==> src/rtl/ram_refresh_arbiter_pkg.sv <==
// Shared types and default DRAM timing for the RAM/refresh arbiter.
// Holds the FSM state encoding and the fixed arbitration priority.
package ram_pkg;

  typedef enum logic [2:0] {
    IDLE    = 3'd0,
    ACC_RAS = 3'd1,
    ACC_CAS = 3'd2,
    REF_CAS = 3'd3,
    REF_RAS = 3'd4,
    PRE     = 3'd5
  } ramState_t;

  localparam int TRCD_D = 2;
  localparam int TCAS_D = 2;
  localparam int TRAS_D = 3;
  localparam int TRP_D  = 2;

  // An overdue refresh beats an access; an open window only fills idle time.
  function automatic ramState_t arbitrate(
    input logic refPend,
    input logic refUrg,
    input logic ramReq
  );
    ramState_t pick;
    if (refPend && refUrg) begin
      pick = REF_CAS;
    end else if (ramReq) begin
      pick = ACC_RAS;
    end else if (refPend) begin
      pick = REF_CAS;
    end else begin
      pick = IDLE;
    end
    return pick;
  endfunction

endpackage

==> src/rtl/ram_refresh_arbiter.sv <==
// Arbitrates the DRAM array between FSB accesses and CAS-before-RAS refresh,
// driving registered strobes, the row/column mux select and the access ack.
module ram_refresh_arbiter
  import ram_pkg::*;
#(
  parameter int TRCD = TRCD_D,
  parameter int TCAS = TCAS_D,
  parameter int TRAS = TRAS_D,
  parameter int TRP  = TRP_D
) (
  input  logic CLK,
  input  logic RST,
  input  logic RefReq,
  input  logic RefUrg,
  input  logic RamReq,
  output logic RamAck,
  output logic nRAS,
  output logic nCAS,
  output logic RowSel,
  output logic RefActive,
  output logic RefMissed
);

  ramState_t  state;
  ramState_t  stateNext;
  ramState_t  arbState;
  logic [2:0] phaseCnt;
  logic [2:0] phaseCntNext;
  logic       refDone;
  logic       refDoneNext;
  logic       refDoneSet;
  logic       refReqPrev;
  logic       refPend;
  logic       refMissedNext;
  logic       nRasNext;
  logic       nCasNext;
  logic       rowSelNext;
  logic       ramAckNext;
  logic       refActiveNext;

  function automatic logic [2:0] phaseLoad(input ramState_t s);
    logic [2:0] load;
    case (s)
      ACC_RAS: load = 3'(TRCD - 1);
      ACC_CAS: load = 3'(TCAS - 1);
      REF_RAS: load = 3'(TRAS - 1);
      PRE:     load = 3'(TRP - 1);
      default: load = 3'd0;
    endcase
    return load;
  endfunction

  // Next state and phase counter; PRE re-arbitrates directly so gaps equal TRP.
  always_comb begin
    refPend      = RefReq && !refDone;
    arbState     = arbitrate(refPend, RefUrg, RamReq);
    stateNext    = state;
    phaseCntNext = phaseCnt;
    case (state)
      IDLE: begin
        stateNext    = arbState;
        phaseCntNext = phaseLoad(arbState);
      end
      ACC_RAS: begin
        if (phaseCnt == 3'd0) begin
          stateNext    = ACC_CAS;
          phaseCntNext = phaseLoad(ACC_CAS);
        end else begin
          phaseCntNext = phaseCnt - 3'd1;
        end
      end
      ACC_CAS: begin
        if (phaseCnt == 3'd0) begin
          stateNext    = PRE;
          phaseCntNext = phaseLoad(PRE);
        end else begin
          phaseCntNext = phaseCnt - 3'd1;
        end
      end
      REF_CAS: begin
        stateNext    = REF_RAS;
        phaseCntNext = phaseLoad(REF_RAS);
      end
      REF_RAS: begin
        if (phaseCnt == 3'd0) begin
          stateNext    = PRE;
          phaseCntNext = phaseLoad(PRE);
        end else begin
          phaseCntNext = phaseCnt - 3'd1;
        end
      end
      PRE: begin
        if (phaseCnt == 3'd0) begin
          stateNext    = arbState;
          phaseCntNext = phaseLoad(arbState);
        end else begin
          phaseCntNext = phaseCnt - 3'd1;
        end
      end
      default: begin
        stateNext    = IDLE;
        phaseCntNext = 3'd0;
      end
    endcase
  end

  // Refresh window bookkeeping; a window closing as the refresh ends counts as served.
  always_comb begin
    refDoneSet = (state == REF_RAS) && (phaseCnt == 3'd0);
    if (!RefReq) begin
      refDoneNext = 1'b0;
    end else if (refDoneSet) begin
      refDoneNext = 1'b1;
    end else begin
      refDoneNext = refDone;
    end
    refMissedNext = RefMissed || (!RefReq && refReqPrev && !refDone && !refDoneSet);
  end

  // Pin values decoded from the state being entered, so they register cleanly.
  always_comb begin
    nRasNext      = !(stateNext inside {ACC_RAS, ACC_CAS, REF_RAS});
    nCasNext      = !(stateNext inside {ACC_CAS, REF_CAS, REF_RAS});
    rowSelNext    = (stateNext != ACC_CAS);
    refActiveNext = (stateNext inside {REF_CAS, REF_RAS});
    ramAckNext    = (stateNext == ACC_CAS) && (phaseCntNext == 3'd0);
  end

  // State, counter, window tracking and output registers.
  always_ff @(posedge CLK) begin
    if (RST) begin
      state      <= IDLE;
      phaseCnt   <= 3'd0;
      refDone    <= 1'b0;
      refReqPrev <= 1'b0;
      RefMissed  <= 1'b0;
      nRAS       <= 1'b1;
      nCAS       <= 1'b1;
      RowSel     <= 1'b1;
      RamAck     <= 1'b0;
      RefActive  <= 1'b0;
    end else begin
      state      <= stateNext;
      phaseCnt   <= phaseCntNext;
      refDone    <= refDoneNext;
      refReqPrev <= RefReq;
      RefMissed  <= refMissedNext;
      nRAS       <= nRasNext;
      nCAS       <= nCasNext;
      RowSel     <= rowSelNext;
      RamAck     <= ramAckNext;
      RefActive  <= refActiveNext;
    end
  end

endmodule

==> config.mk <==
export PLATFORM = sky130hd
export DESIGN_NAME = ram_refresh_arbiter
export DESIGN_NICKNAME = d
export VERILOG_FILES = /design/src/rtl/ram_refresh_arbiter_pkg.sv /design/src/rtl/ram_refresh_arbiter.sv
export SDC_FILE = /design/constraint.sdc
export NUM_CORES = 1
export LEC_CHECK = 0
export ABC_AREA = 1
export BUFFER_PORTS_ARGS = -buffer_cell sky130_fd_sc_hd__buf_4
export CAP_MARGIN = 15
export CORE_ASPECT_RATIO = 0.9
export CORE_MARGIN = 10
export CORE_UTILIZATION = 40
export DETAILED_ROUTE_END_ITERATION = 8
export PLACE_DENSITY = 0.58
export SLEW_MARGIN = 5
export SYNTH_ARGS = -nofsm -noshare
export SYNTH_HDL_FRONTEND = slang
export SYNTH_SLANG_ARGS = --single-unit
==> constraint.sdc <==
create_clock -name CLK -period 1.72 [get_ports CLK]
set_input_delay 0.172 -clock CLK [delete_from_list [all_inputs] [get_ports CLK]]
set_output_delay 0.172 -clock CLK [all_outputs]
set_load 0.02 [all_outputs]
=== Word level (Yosys, flattened, before mapping) ===
Cells that the tools add are included.

* Bitwise gates (word level): 1
* Shifts and indexed selects: 0
* $lt $le $gt $ge: 0
* Eq/ne operators: 14
* Reduce and logical (&&, ||, !) cells: 23
* Div/mod/pow operators: 0
* Multiply operators: 0
* $add $sub $neg: 1
* Mux-type cells: 11

{| class="wikitable"
|+ Operators by type and width
! operator !! number
|-
| == test 3 x 2 -> 1 bit, second input constant || 5
|-
| == test 3 bit, second input constant || 5
|-
| two-way mux 3 bit || 5
|-
| one-hot mux 3 bit (5 select lines) || 1
|-
| one-hot mux 3 bit (4 select lines) || 1
|-
| == test 3 x 1 -> 1 bit, second input constant || 3
|-
| logical NOT 3 bit || 3
|-
| logical AND 1 bit || 7
|-
| two-way mux 2 bit || 3
|-
| nonzero test 3 bit || 2
|-
| OR reduction 3 bit || 2
|-
| logical NOT 1 bit || 5
|-
| one-hot mux 2 bit (2 select lines) || 1
|-
| OR reduction 2 bit || 2
|-
| != test 3 x 2 -> 1 bit, second input constant || 1
|-
| subtractor 3 x 1 -> 3 bit, second input constant || 1
|-
| nonzero test 2 bit || 1
|-
| logical OR 1 bit || 1
|-
| NOT 1 bit || 1
|}

* Register bits: 14
* Input bits: 5
* Latch bits: 0
* ROM bits: 0
* Memory bits (writable): 0
* Memories: 0
* Output and inout port bits: 6

=== Depth between registers and ports, before layout ===
* Depth in word-level cells: 12
* Mapped depth: 10
* Gate-level depth less buffers: 10

=== Worst setup path after synthesis ===
Ideal clock, no wire load.

* Kind: reg-to-reg
* Start point: reg phaseCnt[1]
* End point: reg nRAS
* Clock period less this slack: 1.192 ns
* Arrival time: 1.071 ns
* Setup slack: 0.528 ns
* Stages on the path, launching flop included: 11
* Cell sequence: dfxtp_1 inv_1 nand2_2 nor2_2 nand2_1 nand2_1 nand2_1 nor2_4 nand2_2 nand2_1 nand3_1

* Longest elaborated chain between the ends: 6

{| class="wikitable"
|+ RTL lines
! what !! line !! source
|-
| start, declared || ram_refresh_arbiter.sv:27 || <nowiki>logic [2:0] phaseCnt;</nowiki>
|-
| start signal, assigned || ram_refresh_arbiter.sv:144 || <nowiki>phaseCnt <= phaseCntNext;</nowiki>
|-
| logical NOT 3 bit (*) || -- ||
|-
| two-way mux 3 bit (on tied branches) || -- ||
|-
| one-hot mux 3 bit (5 select lines) (*) || ram_refresh_arbiter.sv:59 || <nowiki>case (state)</nowiki>
|-
| == test 3 x 1 -> 1 bit, or another cell as far along || ram_refresh_arbiter.sv:122 || <nowiki>nRasNext = !(stateNext inside {ACC_RAS, ACC_CAS, REF_RAS});</nowiki>
|-
| nonzero test 3 bit (*) || ram_refresh_arbiter.sv:122 ||
|-
| logical NOT 1 bit (*) || ram_refresh_arbiter.sv:122 ||
|-
| end signal, assigned || ram_refresh_arbiter.sv:148 || <nowiki>nRAS <= nRasNext;</nowiki>
|-
| end, declared || ram_refresh_arbiter.sv:17 || <nowiki>output logic nRAS,</nowiki>
|}

Mark *: on every way between the ends. The rest lies on a longest branch, timed or not.
A chain may end at the register's enable or synchronous reset.

=== Worst setup path after layout ===
Same ends and word-level chain as after synthesis.

==> results.md <==
* Core ar. at ~0.0017 mm^2
* Area of the multi-input gates at about 400 um^2
* Hold WC Path Type: input port to flip-flop
* LEAKAGE at around 0.44 nW
* Die Ht at roughly 61 um
* Average cell area after synthesis at ~6.6 um^2
* Worst endpoint required time at between 1.5 and 2 ns
* Worst path arrival time at approximately 1.6 ns
* Place WS at around 0.37 ns
* Hpwl dp at roughly 1300 um
* Setup TNS at 0 ns
* Hold Violations, Final at 0
* Clock latency on the worst-skew pair at between 0.2 and 0.3 ns
* Fin crit period at ~1.4 ns
* Gr ovfl total at 0
* Largest net degree at the start of global routing at 10
* Final WS setup at 0.348 ns
* Ys Warns at 0
* Netlist cell types at 19
* Slew @ Worst Pin at 0.307 ns
* R2R depth at 10
* First-pass iteration count of the detailed router at 5
* Crit path depth at 10
* Slowest stage delay, CP at 0.32 ns
* R2r startpoint: phaseCnt[1]
* Max_cap viols at 0
* Worst Hold Path EP: RefMissed
* Crit-path cells: inv_1 > nand2_2 > nor2_2 > nand2_1 > nand2_1 > nand2_1 > nor2_4 > nand2_2 > nand2_1 > nand3_1
* Seq cells post-synth at 14
* Clock transition at path regs at 0.09 ns
* Gr usage total at ~8.8%
* Filler cells at about 200
* Worst hold stages at 2
* Reg area at 280 um^2
* Crit path max-delay cell type: dfxtp_1
* Post-Syn Instances at ~110
* Wire length per cell at around 11 um
* Placer Congestion at around 0.9
* Vias per cell at between 4 and 5
* Initial core utilization at 43.7%
* Synthesized area at about 750 um^2
* Sequential area share after synthesis at a little under two fifths
* CTS Buffer Depth at 2
* Cell total after placement at between 100 and 150
* Min-delay src: RST
* Sink Count at 14
* I/O pin cnt at 11
* Fin cells at 150
* Die W at 65.6 um
* Post-DRT Antenna Nets at 0
* Port Buffers at 10
* Number of hold buffers added after cts at 0
* Crit-path leading delay family: simple AND/OR/NAND/NOR gates
* Setup bufs post-CTS at 0
* Crit Path Class: flip-flop to flip-flop
* RSZ-0062 raised after global routing: no
* Pwr dens at 1900 mW/mm^2
* Max frequency at 729 MHz
* Final setup vio count at 0
* Crit-path most repeated cell: nand2_1
* Initial antenna violation count at 0
* CP Buf/Inv Count at 1
* Reg2reg end: nRAS
* Post-CTS sizing at 0
* Vias at 740
* Status: finished clean
* CTS Buf Count at 3
* Layout cell share with drive strength beyond 1 at ~25%
* DRT Wirelength at between 1500 and 2000 um
* 1st-iter DRT viols at 11
* CTS tree: built
* Crit end category: flip-flop
* # diodes at 0
* CP max FO at 4
* Die ar. at 0.00401 mm^2
* # rows at 14
* H-tree depth at 1
* Reg2Reg Setup Slack at around 0.35 ns
* Peak supply drop at roughly 940 uV
* Global-route wire length before repair at approximately 2800 um
* CP startpoint kind: flip-flop
* Tcrit/Tclk final at 79.8%
* DR DRC count at 0
* Area growth syn-to-layout at 18.4%
* Final Skew at around 0.0025 ns
* Final nets at 132
* Mapped Nets at ~120
* Rel. slew slack at about four fifths
* Pins over their slew limit at 0
* Largest regs: phaseCnt (3), state (3)
* Root Driver: clkbuf_4
* Vias in the first global route at 660
report_power, final:
group	internal [mW]	switching [mW]	leakage, nW	total [mW]
Clock	0.129	0.117	0.0210	0.246
Sequential	0.424	0.0766	0.115	0.500
Combinational	0.329	0.612	0.301	0.941
worst reg2reg max path: stages (launching register included):
cell and delay, ns:
dfxtp_1 0.32, inv_1 0.11, nand2_2 0.09, nor2_2 0.18, nand2_1 0.09, nand2_1 0.08
nand2_1 0.08, nor2_4 0.12, nand2_2 0.07, nand2_1 0.06, nand3_1 0.05
worst max path at each step:
| stage | start | end | slack, ns |
|---|---|---|---|
| 2_1_floorplan | phaseCnt[1] | nRAS | 0.53 |
| 3_3_place_gp | phaseCnt[1] | nRAS | 0.38 |
| 3_5_place_dp | phaseCnt[1] | nRAS | 0.37 |
| 4_1_cts | phaseCnt[1] | nRAS | 0.35 |
| 5_1_grt | phaseCnt[1] | nRAS | 0.24 |
| 6_report | phaseCnt[1] | nRAS | 0.35 |
cell type report:
class / instances / share of cell area [%]
multi-input combinational: 81 / 45.3
clock buffer: 4 / 4.09
inverter: 17 / 7.19
tap: 24 / 3.39
timing repair buffer: 10 / 8.46
sequential: 14 / 31.6
cell families after synthesis:
logic type / count (synthesis) / share of synthesized area, %
and+or+nand+nor: 69 / 43.9
AOI/OAI and AO/OA: 12 / 9.68
buffers and inverters: 18 / 9.01
DFF: 14 / 37.4
placed cells by master, fill, tap and decap left out, drive strengths merged:
cell type,instances
a21oi,5
a21boi,1
nor3,3
inv,17
nand2,35
o211ai,1
nand3,11
nor2,18
buf,10
clkbuf,4
dfxtp,14
o21ai,5
nand4,2
per-stage QoR:
| stage | hold WS [ns] | area (um^2) | power (mW) | util [%] |
|---|---|---|---|---|
| after floorplan | 0.309 | 749 | 1.23 | - |
| after global placement | 0.424 | 851 | 1.46 | 49.6 |
| after detailed placement | 0.428 | 851 | 1.45 | 49.6 |
| after CTS | 0.112 | 887 | 1.70 | 51.7 |
| after global routing | 0.121 | 887 | 1.83 | 51.7 |
| final | 0.116 | 887 | 1.69 | 51.7 |
routing by layer:
| layer | global-route usage (%) | routed length (um) | vias up |
|---|---|---|---|
| li1 | - | - | 381 |
| met1 | 10.5 | 727 | 336 |
| met2 | 13.8 | 764 | 19 |
| met3 | 3.63 | 129 | 4 |
| met4 | 3.66 | 24 | 0 |
| met5 | 0 | 0 | - |
Yosys cell counts:
cell type	n	share of area, %
a21boi_0	1	1.0
a21oi_1	3	2.0
a21oi_2	2	2.3
clkbuf_1	1	0.50
dfxtp_1	14	37
inv_1	14	7.0
inv_2	3	1.5
nand2_1	29	15
nand2_2	6	5.0
nand3_1	9	6.0
nand3_2	1	1.3
nand3_4	1	2.3
nand4_1	2	1.7
nor2_1	14	7.0
nor2_2	3	2.5
nor2_4	1	1.5
nor3_1	3	2.0
o211ai_1	1	1.0
o21ai_0	5	3.3
(Power assumes the default switching activity.)
